**config.mk**
```make
export PLATFORM = sky130hd
export DESIGN_NAME = shared_bus_arbiter
export DESIGN_NICKNAME = d
export VERILOG_FILES = /design/src/rtl/shared_bus_pkg.sv /design/src/rtl/rr_arbiter.sv /design/src/rtl/shared_bus_arbiter.sv
export SDC_FILE = /design/constraint.sdc
export NUM_CORES = 1
export LEC_CHECK = 0
export BUFFER_PORTS_ARGS = -buffer_cell sky130_fd_sc_hd__buf_4
export CAP_MARGIN = 40
export CORE_AREA = 2 2 69 87
export DETAILED_ROUTE_END_ITERATION = 6
export DIE_AREA = 0 0 71 89
export PLACE_DENSITY_LB_ADDON = 0.1
export SKIP_CTS_REPAIR_TIMING = 1
export SLEW_MARGIN = 20
export SYNTH_ARGS = -nofsm -noshare
export SYNTH_HDL_FRONTEND = slang
export SYNTH_SLANG_ARGS = --single-unit
export TNS_END_PERCENT = 1
```
**constraint.sdc**
```tcl
create_clock -name clk -period 3.21 [get_ports clk]
set_clock_uncertainty 0.2 [all_clocks]
set_input_delay 0.642 -clock clk [delete_from_list [all_inputs] [get_ports clk]]
set_output_delay 0.642 -clock clk [all_outputs]
set_load 0.05 [all_outputs]
```
**src/rtl/shared_bus_pkg.sv**
```systemverilog
// Shared bus arbiter package: FSM state encoding, default widths and the round-robin pick helper.
package shared_bus_pkg;

    typedef enum logic [1:0] {IDLE, ISSUE, CAPTURE, ACK} state_t;

    localparam int DEF_MASTERS = 4;
    localparam int DEF_SLAVES  = 4;
    localparam int DEF_ADDR_W  = 8;
    localparam int DEF_DATA_W  = 8;
    localparam int DEF_SEL_W   = 2;
    localparam int MAX_MASTERS = 32;

    // First requester at or after ptr, wrapping modulo n; ptr itself when nothing is requesting.
    function automatic int rr_pick(input logic [MAX_MASTERS-1:0] req, input int ptr, input int n);
        int pick;
        int idx;
        pick = ptr;
        for (int i = MAX_MASTERS-1; i >= 0; i--) begin
            if (i < n) begin
                idx = (ptr + i) % n;
                if (req[idx[4:0]]) pick = idx;
            end
        end
        return pick;
    endfunction

endpackage

```
**src/rtl/rr_arbiter.sv**
```systemverilog
// Round-robin requester pick with a rotating priority pointer that advances past the owner on completion.
module rr_arbiter
    import shared_bus_pkg::*;
#(
    parameter int N = DEF_MASTERS
) (
    input  logic                 clk,
    input  logic                 rst_n,
    input  logic [N-1:0]         req,
    input  logic                 adv,
    input  logic [$clog2(N)-1:0] owner,
    output logic [$clog2(N)-1:0] pick
);

    localparam int IW = $clog2(N);

    logic [IW-1:0]          ptr;
    logic [MAX_MASTERS-1:0] req_ext;
    int                     pick_i;

    always_comb begin
        req_ext        = '0;
        req_ext[N-1:0] = req;
        pick_i         = rr_pick(req_ext, int'(ptr), N);
        pick           = pick_i[IW-1:0];
    end

    always_ff @(posedge clk or negedge rst_n) begin
        if (!rst_n)   ptr <= '0;
        else if (adv) ptr <= (int'(owner) == N-1) ? '0 : owner + 1'b1;
    end

endmodule

```
**src/rtl/shared_bus_arbiter.sv**
```systemverilog
// Shared bus upstream stage: round-robin master arbitration, one-hot slave decode, read capture and ack.
// Define SBA_ERR_EN to add m_err and suppress strobes for unmapped slave selects.
module shared_bus_arbiter
    import shared_bus_pkg::*;
#(
    parameter int NUM_MASTERS = DEF_MASTERS,
    parameter int NUM_SLAVES  = DEF_SLAVES,
    parameter int ADDR_W      = DEF_ADDR_W,
    parameter int DATA_W      = DEF_DATA_W,
    parameter int SEL_W       = DEF_SEL_W
) (
    input  logic                          clk,
    input  logic                          rst_n,
    input  logic [NUM_MASTERS-1:0]        m_req,
    input  logic [NUM_MASTERS-1:0]        m_write,
    input  logic [NUM_MASTERS*ADDR_W-1:0] m_addr,
    input  logic [NUM_MASTERS*DATA_W-1:0] m_wdata,
    output logic [NUM_MASTERS-1:0]        m_gnt,
    output logic [NUM_MASTERS-1:0]        m_ack,
    output logic [DATA_W-1:0]             m_rdata,
`ifdef SBA_ERR_EN
    output logic                          m_err,
`endif
    output logic [NUM_SLAVES-1:0]         s_enable,
    output logic [ADDR_W-1:0]             s_address,
    output logic [DATA_W-1:0]             s_data_in,
    output logic                          s_write,
    output logic                          s_read,
    input  logic [NUM_SLAVES*DATA_W-1:0]  s_data_out
);

    localparam int IW = $clog2(NUM_MASTERS);

    state_t              state;
    logic [IW-1:0]       owner;
    logic [IW-1:0]       pick;
    logic [SEL_W-1:0]    sel;
    logic                wr;
    logic [ADDR_W-1:0]   pick_addr;
    logic [SEL_W-1:0]    pick_sel;
    logic                pick_mapped;
    logic                mapped;
    logic                strobe_ok;
    logic [DATA_W-1:0]   slave_rd;

    rr_arbiter #(.N(NUM_MASTERS)) u_rr (
        .clk   (clk),
        .rst_n (rst_n),
        .req   (m_req),
        .adv   (state == ACK),
        .owner (owner),
        .pick  (pick)
    );

    assign pick_addr   = m_addr[int'(pick)*ADDR_W +: ADDR_W];
    assign pick_sel    = pick_addr[ADDR_W-1 -: SEL_W];
    assign pick_mapped = int'(pick_sel) < NUM_SLAVES;
    assign mapped      = int'(sel) < NUM_SLAVES;
    assign slave_rd    = mapped ? s_data_out[int'(sel)*DATA_W +: DATA_W] : '0;
`ifdef SBA_ERR_EN
    assign strobe_ok   = pick_mapped;
`else
    assign strobe_ok   = 1'b1;
`endif

    always_ff @(posedge clk or negedge rst_n) begin
        if (!rst_n) begin
            state     <= IDLE;
            owner     <= '0;
            sel       <= '0;
            wr        <= 1'b0;
            m_gnt     <= '0;
            m_ack     <= '0;
            m_rdata   <= '0;
            s_enable  <= '0;
            s_address <= '0;
            s_data_in <= '0;
            s_write   <= 1'b0;
            s_read    <= 1'b0;
`ifdef SBA_ERR_EN
            m_err     <= 1'b0;
`endif
        end else begin
            // Strobes and ack are single-cycle pulses; only the states below raise them.
            s_enable <= '0;
            s_write  <= 1'b0;
            s_read   <= 1'b0;
            m_ack    <= '0;
`ifdef SBA_ERR_EN
            m_err    <= 1'b0;
`endif
            case (state)
                IDLE: if (|m_req) begin
                    owner       <= pick;
                    m_gnt       <= '0;
                    m_gnt[pick] <= 1'b1;
                    sel         <= pick_sel;
                    wr          <= m_write[pick];
                    s_address   <= pick_addr;
                    s_data_in   <= m_wdata[int'(pick)*DATA_W +: DATA_W];
                    for (int j = 0; j < NUM_SLAVES; j++)
                        s_enable[j] <= pick_mapped && (int'(pick_sel) == j);
                    s_write     <= m_write[pick] & strobe_ok;
                    s_read      <= ~m_write[pick] & strobe_ok;
                    state       <= ISSUE;
                end
                ISSUE: begin
                    if (wr) begin
                        m_ack[owner] <= 1'b1;
`ifdef SBA_ERR_EN
                        m_err        <= ~mapped;
`endif
                        state        <= ACK;
                    end else begin
                        state        <= CAPTURE;
                    end
                end
                CAPTURE: begin
                    m_rdata      <= slave_rd;
                    m_ack[owner] <= 1'b1;
`ifdef SBA_ERR_EN
                    m_err        <= ~mapped;
`endif
                    state        <= ACK;
                end
                ACK: begin
                    m_gnt     <= '0;
                    s_address <= '0;
                    s_data_in <= '0;
                    state     <= IDLE;
                end
                default: state <= IDLE;
            endcase
        end
    end

endmodule

```
# Word-level counts from Yosys, hierarchy flattened
# Index checks and enable logic that the tools add are counted.
[word_totals]
out_inout_bits = 38
inputBits = 106
register_bits = 47
wordCells = 87
[classes]
add_sub_neg = 4
reduce_logical = 11
mux = 36
bitwise_logic = 4
eq_ne = 8
shifts = 3
order_cmp = 8
[op_table]
columns = ["operator", "count"]
rows = [
  ["32-bit by 6-bit indexed part select with 8-bit output", 3],
  ["8-bit case mux with 2 select lines", 2],
  ["5-bit by 6-bit < comparator with 1-bit output (second input constant)", 3],
  ["4-bit two-way mux", 4],
  ["8-bit two-way mux", 2],
  ["4-bit case mux with 2 select lines", 2],
  ["1-bit two-way mux", 12],
  ["2-bit two-way mux", 6],
  ["1-bit binary-select mux with 3-bit select", 3],
  ["2-bit equality test (second input constant)", 4],
  ["2-bit case mux with 4 select lines", 1],
  ["2-bit by 1-bit equality test with 1-bit output (second input constant)", 3],
  ["2-bit by 3-bit < comparator with 1-bit output (second input constant)", 2],
  ["2-bit by 6-bit < comparator with 1-bit output (second input constant)", 1],
  ["2-bit OR reduction", 3],
  ["2-bit by 1-bit adder with 2-bit output (second input constant)", 2],
  ["2-bit adder (second input constant)", 2],
  ["1-bit binary-select mux with 2-bit select", 2],
  ["1-bit demux with 2-bit select", 2],
  ["2-bit by 1-bit greater-or-equal comparator with 1-bit output (second input constant)", 2],
  ["2-bit logical NOT", 2],
  ["2-bit AND reduction", 2],
  ["4-bit OR reduction", 1],
  ["1-bit bitwise AND (first input constant)", 3],
  ["other kinds (4)", 5],
]

# Logic depth before layout (Yosys ltp)
[depth]
ltp_word = 15
mapped_depth = 8
ltp_nobuf = 6

# By module
# From an unflattened synthesis, not the netlist that was laid out.
[hier_totals]
cells_unflattened = 178
hier_area_um2 = 2489.9
[modules_own_cells]
columns = ["mod", "n_inst", "cells_each", "area_each_um2", "seq_area_each_um2"]
rows = [
  ["shared_bus_arbiter", 1, 156, 2319.7, 1126.1],
  ["rr_arbiter", 1, 22, 170.2, 50.0],
]

# Worst setup path after synthesis
# OpenSTA, ideal clock, no wires.
[synth_path]
kind = "input to register"
startpoint = "in m_req[2]"
endpoint = "reg s_data_in[7]"
setup_ns = 0.140
required_time_ns = 2.870
slack_ns = 1.053
path_buffers = 2
arrival_ns = 1.817
stages = 6
cell_sequence = "o41ai_2 > nor2_1 > nand2b_1 > clkbuf_2 > buf_4 > o221ai_1"
[synth_via]
elab_chain_len = 9
elab_cells_between_ends = 18
cone_classes = "eq/ne: 1; shift: 1; mux: 14; reduce/logical: 2"
[synth_rtl]
columns = ["element", "line_no", "source"]
rows = [
  ["start, declared", "shared_bus_arbiter.sv:14", "input logic [NUM_MASTERS-1:0] m_req,"],
  ["1-bit binary-select mux with 3-bit select", "shared_bus_pkg.sv:21", "if (req[idx[4:0]]) pick = idx;"],
  ["1-bit two-way mux (not written as such)", "shared_bus_pkg.sv:21", ""],
  ["2-bit two-way mux (4 in a row)", "shared_bus_pkg.sv:21", ""],
  ["32-bit by 6-bit indexed part select with 8-bit output", "shared_bus_arbiter.sv:100", "s_data_in <= m_wdata[int'(pick)*DATA_W +: DATA_W];"],
  ["8-bit two-way mux", "shared_bus_arbiter.sv:93", "IDLE: if (|m_req) begin"],
  ["8-bit case mux with 2 select lines", "shared_bus_arbiter.sv:92", "case (state)"],
  ["end signal, assigned", "shared_bus_arbiter.sv:100", ""],
  ["end, declared", "shared_bus_arbiter.sv:26", "output logic [DATA_W-1:0] s_data_in,"],
]
# Parallel ways exist; a longest one is shown, timed or not. The select of a mux whose other input is x is not followed.
# A chain may end at the register's enable or synchronous reset.

# Worst setup path in the final report
[layout_path]
startpoint = "reg u_rr.ptr[0]"
endpoint = "reg s_address[6]"
[layout_via]
elab_chain_len = 12
elab_cells_between_ends = 24
cone_classes = "add/sub: 3; shift: 1; mux: 14; bitwise: 3; reduce/logical: 3"
[layout_rtl]
columns = ["element", "line_no", "source"]
rows = [
  ["start, declared", "rr_arbiter.sv:17", "logic [IW-1:0] ptr;"],
  ["start signal, assigned", "rr_arbiter.sv:30", "else if (adv) ptr <= (int'(owner) == N-1) ? '0 : owner + 1'b1;"],
  ["2-bit adder", "shared_bus_pkg.sv:20", "idx = (ptr + i) % n;"],
  ["2-bit OR reduction (no line)", "--", ""],
  ["1-bit bitwise AND (no line)", "--", ""],
  ["1-bit binary-select mux with 3-bit select", "shared_bus_pkg.sv:21", ""],
  ["1-bit two-way mux (not written as such)", "shared_bus_pkg.sv:21", ""],
  ["2-bit two-way mux (3 in a row)", "shared_bus_pkg.sv:21", ""],
  ["2-bit two-way mux *", "shared_bus_pkg.sv:21", ""],
  ["32-bit by 6-bit indexed part select with 8-bit output *", "shared_bus_arbiter.sv:55", "assign pick_addr = m_addr[int'(pick)*ADDR_W +: ADDR_W];"],
  ["8-bit two-way mux *", "shared_bus_arbiter.sv:93", ""],
  ["8-bit case mux with 2 select lines *", "shared_bus_arbiter.sv:92", ""],
  ["end signal, assigned", "shared_bus_arbiter.sv:99", "s_address <= pick_addr;"],
  ["end, declared", "shared_bus_arbiter.sv:25", "output logic [ADDR_W-1:0] s_address,"],
]
# Mark *: on every way between the ends. The rest lies on a longest branch, timed or not. The select of a mux whose other input is x is not followed.

==> results.sh <==
export IMPL_hold_violations=0
export IMPL_synth_edf_count=0
export IMPL_num_rows=30
export IMPL_finalCritPeriodShare_pct=72.1
export IMPL_ys_seq_elements=47
export IMPL_yosysUniqueCellTypes=30
export IMPL_clk_path_buf_depth=2
export IMPL_cpLargestDelayFamily="compound AO/OA/AOI/OAI gates"
export IMPL_rr_worst_depth=7
export IMPL_cts_tree="done"
export IMPL_pre_cts_slack_ps=560
export IMPL_design_core_area_mm2=0.00544
export IMPL_fmax_ghz=0.432
export IMPL_synth_main_ff_cell="dfrtp_1"
export IMPL_nNetsFinal=468
export IMPL_drtAntennaViolNets=0
export IMPL_slew_viol_final=0
export IMPL_hold_ws_ps=140
export IMPL_drc=0
export IMPL_ioPinCount=144
export IMPL_fin_crit_ps=2310
export IMPL_placed_area_mm2=0.00368
export IMPL_chipWidth_um=71
export IMPL_fin_tns_setup_ps=0
export IMPL_grt_max_degree=48
export IMPL_antenna_found_initial=0
export IMPL_path_class="flop to flop"
export IMPL_synth_seq_area_share_pct=45.9
export IMPL_port_buffers=143
export IMPL_wl_per_cell_um=14.9
export IMPL_vias_per_cell=5.26
export IMPL_globalRouteOverflowTotal=0
export IMPL_cp_required_ps=3190
export IMPL_gp_congestion=0.736
export IMPL_synth_net_count=328
export IMPL_stdcell_count=419
export IMPL_crit_cells=7
export IMPL_drt_initial_drc_count=81
export IMPL_status="finished, final reports clean"
export IMPL_crit_arrival_ps=2300
export IMPL_num_vias=2206
export IMPL_initial_core_util_pct=47.1
export IMPL_grt_usage_pct=20.0
export IMPL_rsz0062_at_grt="false"
export IMPL_worst_path_largest_cell_delay_ps=420
export IMPL_syn_to_final_growth_pct=48.3
export IMPL_hp_class="primary input to async pin"
export IMPL_clock_root_buffer="clkbuf_8"
export IMPL_critical_path_cell_chain="and2b_1, a21oi_1, o211ai_1, buf_12, mux2i_1, mux2i_1, a22o_1"
export IMPL_numCtsBuffers=5
export IMPL_path_buf_inv=1
export IMPL_cts_htree_levels=2
export IMPL_layout_drive_gt1_share_pct=50.1
export IMPL_dp_hpwl_um=4960
export IMPL_tightest_slew_ps=607
export IMPL_diodes=0
export IMPL_dp_cells=411
export IMPL_power_mw=3.58
export IMPL_fillers=431
export IMPL_p_leak_nw=1.95
export IMPL_slowest_stage="dfrtp_1"
export IMPL_path_common_cell="mux2i_1"
export IMPL_irDropWorstVdd_v=0.000507
export IMPL_fin_util_pct=69.8
export IMPL_setup_violations=0
export IMPL_start_kind="flop"
export IMPL_cp_end_kind="flop"
export IMPL_cap_viol_max_count=0
export IMPL_synth_area_per_cell_um2=12.0
export IMPL_worst_slack_ps=895
export IMPL_async_reset_ff_share_pct=100
export IMPL_grt_pass1_vias=2199
export IMPL_clkSinkCount=47
export IMPL_die_area_mm2=0.00632
export IMPL_stdcell_area_mm2=0.00380
export IMPL_synth_cells=214
export IMPL_synth_area_mm2=0.00256
export IMPL_yosys_warnings=0
export IMPL_p_per_area_mw_per_mm2=943
export IMPL_clk_pin_slew_ps=90
export IMPL_routed_wl_um=6260
export IMPL_max_slew_margin_rel_pct=59.5
export IMPL_crit_fanout=36
export IMPL_grt_pass1_wl_um=9870
export IMPL_clock_latency_ps=290
export IMPL_dr_pass1_iters=4
export IMPL_die_h_um=89
-- layout by cell type, fill, tap and decap left out, drive strengths merged, types with 2 or more instances in the layout --
cell type and instances:
a22o 2, nand3 2, mux2 14, inv 6
nand2 23, o221ai 14, clkbuf 6, o21ai 12
mux2i 37, mux4 8, nor2 5, and2 4
o31ai 2, buf 146, ha 8, dfrtp 47
a21oi 2, nor3 4, nor2b 4
-- logic make-up after synthesis --
group,after synthesis,synth area share [%]
AO/OA/AOI/OAI,36,10.9
adder cells (fa/ha/maj),8,3.91
buffers and inverters,19,3.56
flip-flops,47,45.9
multiplexers,59,27.6
AND/OR/NAND/NOR,45,8.06
-- final cells by class --
type,count,area (um2),area share (%)
multi-input combinational,148,1290,34.1
sequential,47,1180,31.0
timing repair buffer,146,1110,29.2
clock buffer,6,82.6,2.17
tap,64,80.1,2.11
clock inverter,2,35.0,0.922
inverter,6,22.5,0.593
-- synthesized netlist by cell type (all sizes together) (2+ instances only) --
| cell type | number | share of area [%] |
|---|---|---|
| a22o | 2 | 0.68 |
| mux2i | 37 | 14 |
| nor2b | 4 | 0.98 |
| inv | 6 | 0.88 |
| nor3 | 4 | 0.78 |
| o21ai | 12 | 2.3 |
| nand2 | 23 | 3.4 |
| nor2 | 5 | 0.73 |
| o221ai | 14 | 4.8 |
| nand3 | 2 | 0.39 |
| mux2 | 14 | 6.2 |
| and2 | 4 | 0.98 |
| dfrtp | 47 | 46 |
| o31ai | 2 | 1.1 |
| mux4 | 8 | 7.0 |
| ha | 8 | 3.9 |
| a21oi | 2 | 0.39 |
| clkbuf | 6 | 0.93 |
| buf | 7 | 1.8 |
-- worst reg2reg max path, cell delays in order (launching register included) --
cell and delay [ps]:
dfrtp_1 420, and2b_1 260, a21oi_1 50, o211ai_1 260, buf_12 280, mux2i_1 330
mux2i_1 160, a22o_1 240
-- sequential cells by signal (all words and copies together), names as in the netlist, 4 cells and up --
register   cells
m_rdata        8
m_gnt          4
s_address      8
s_enable       4
s_data_in      8
m_ack          4
-- power by group --
group	internal [mW]	switching, mW	total (mW)	leakage [nW]
Sequential	0.831	0.181	1.01	0.603
Clock	0.252	0.189	0.441	0.0612
Combinational	0.861	1.27	2.13	1.29
-- layer usage --
metal / part of all wire (%) / track usage, % / up-vias
met1: 35 / 21.6 / 1038
met4: 0.77 / 4.63 / 0
met2: 56 / 37.8 / 98
met3: 8.9 / 6.65 / 5
met5: 0 / 0 / -
li1: - / - / 1065
-- worst paths after layout --
check                                     to  slack, ps        start
max in group asynchronous       s_data_in[1]       2280        rst_n
min in group clk                    m_gnt[0]        280     m_gnt[0]
worst min register to register      m_gnt[0]        280     m_gnt[0]
worst max register to register  s_address[6]        900  u_rr.ptr[0]
worst max-delay path            s_address[6]        900  u_rr.ptr[0]
worst min-delay path                m_ack[3]        140        rst_n
Power figures use the tool's default switching activity.
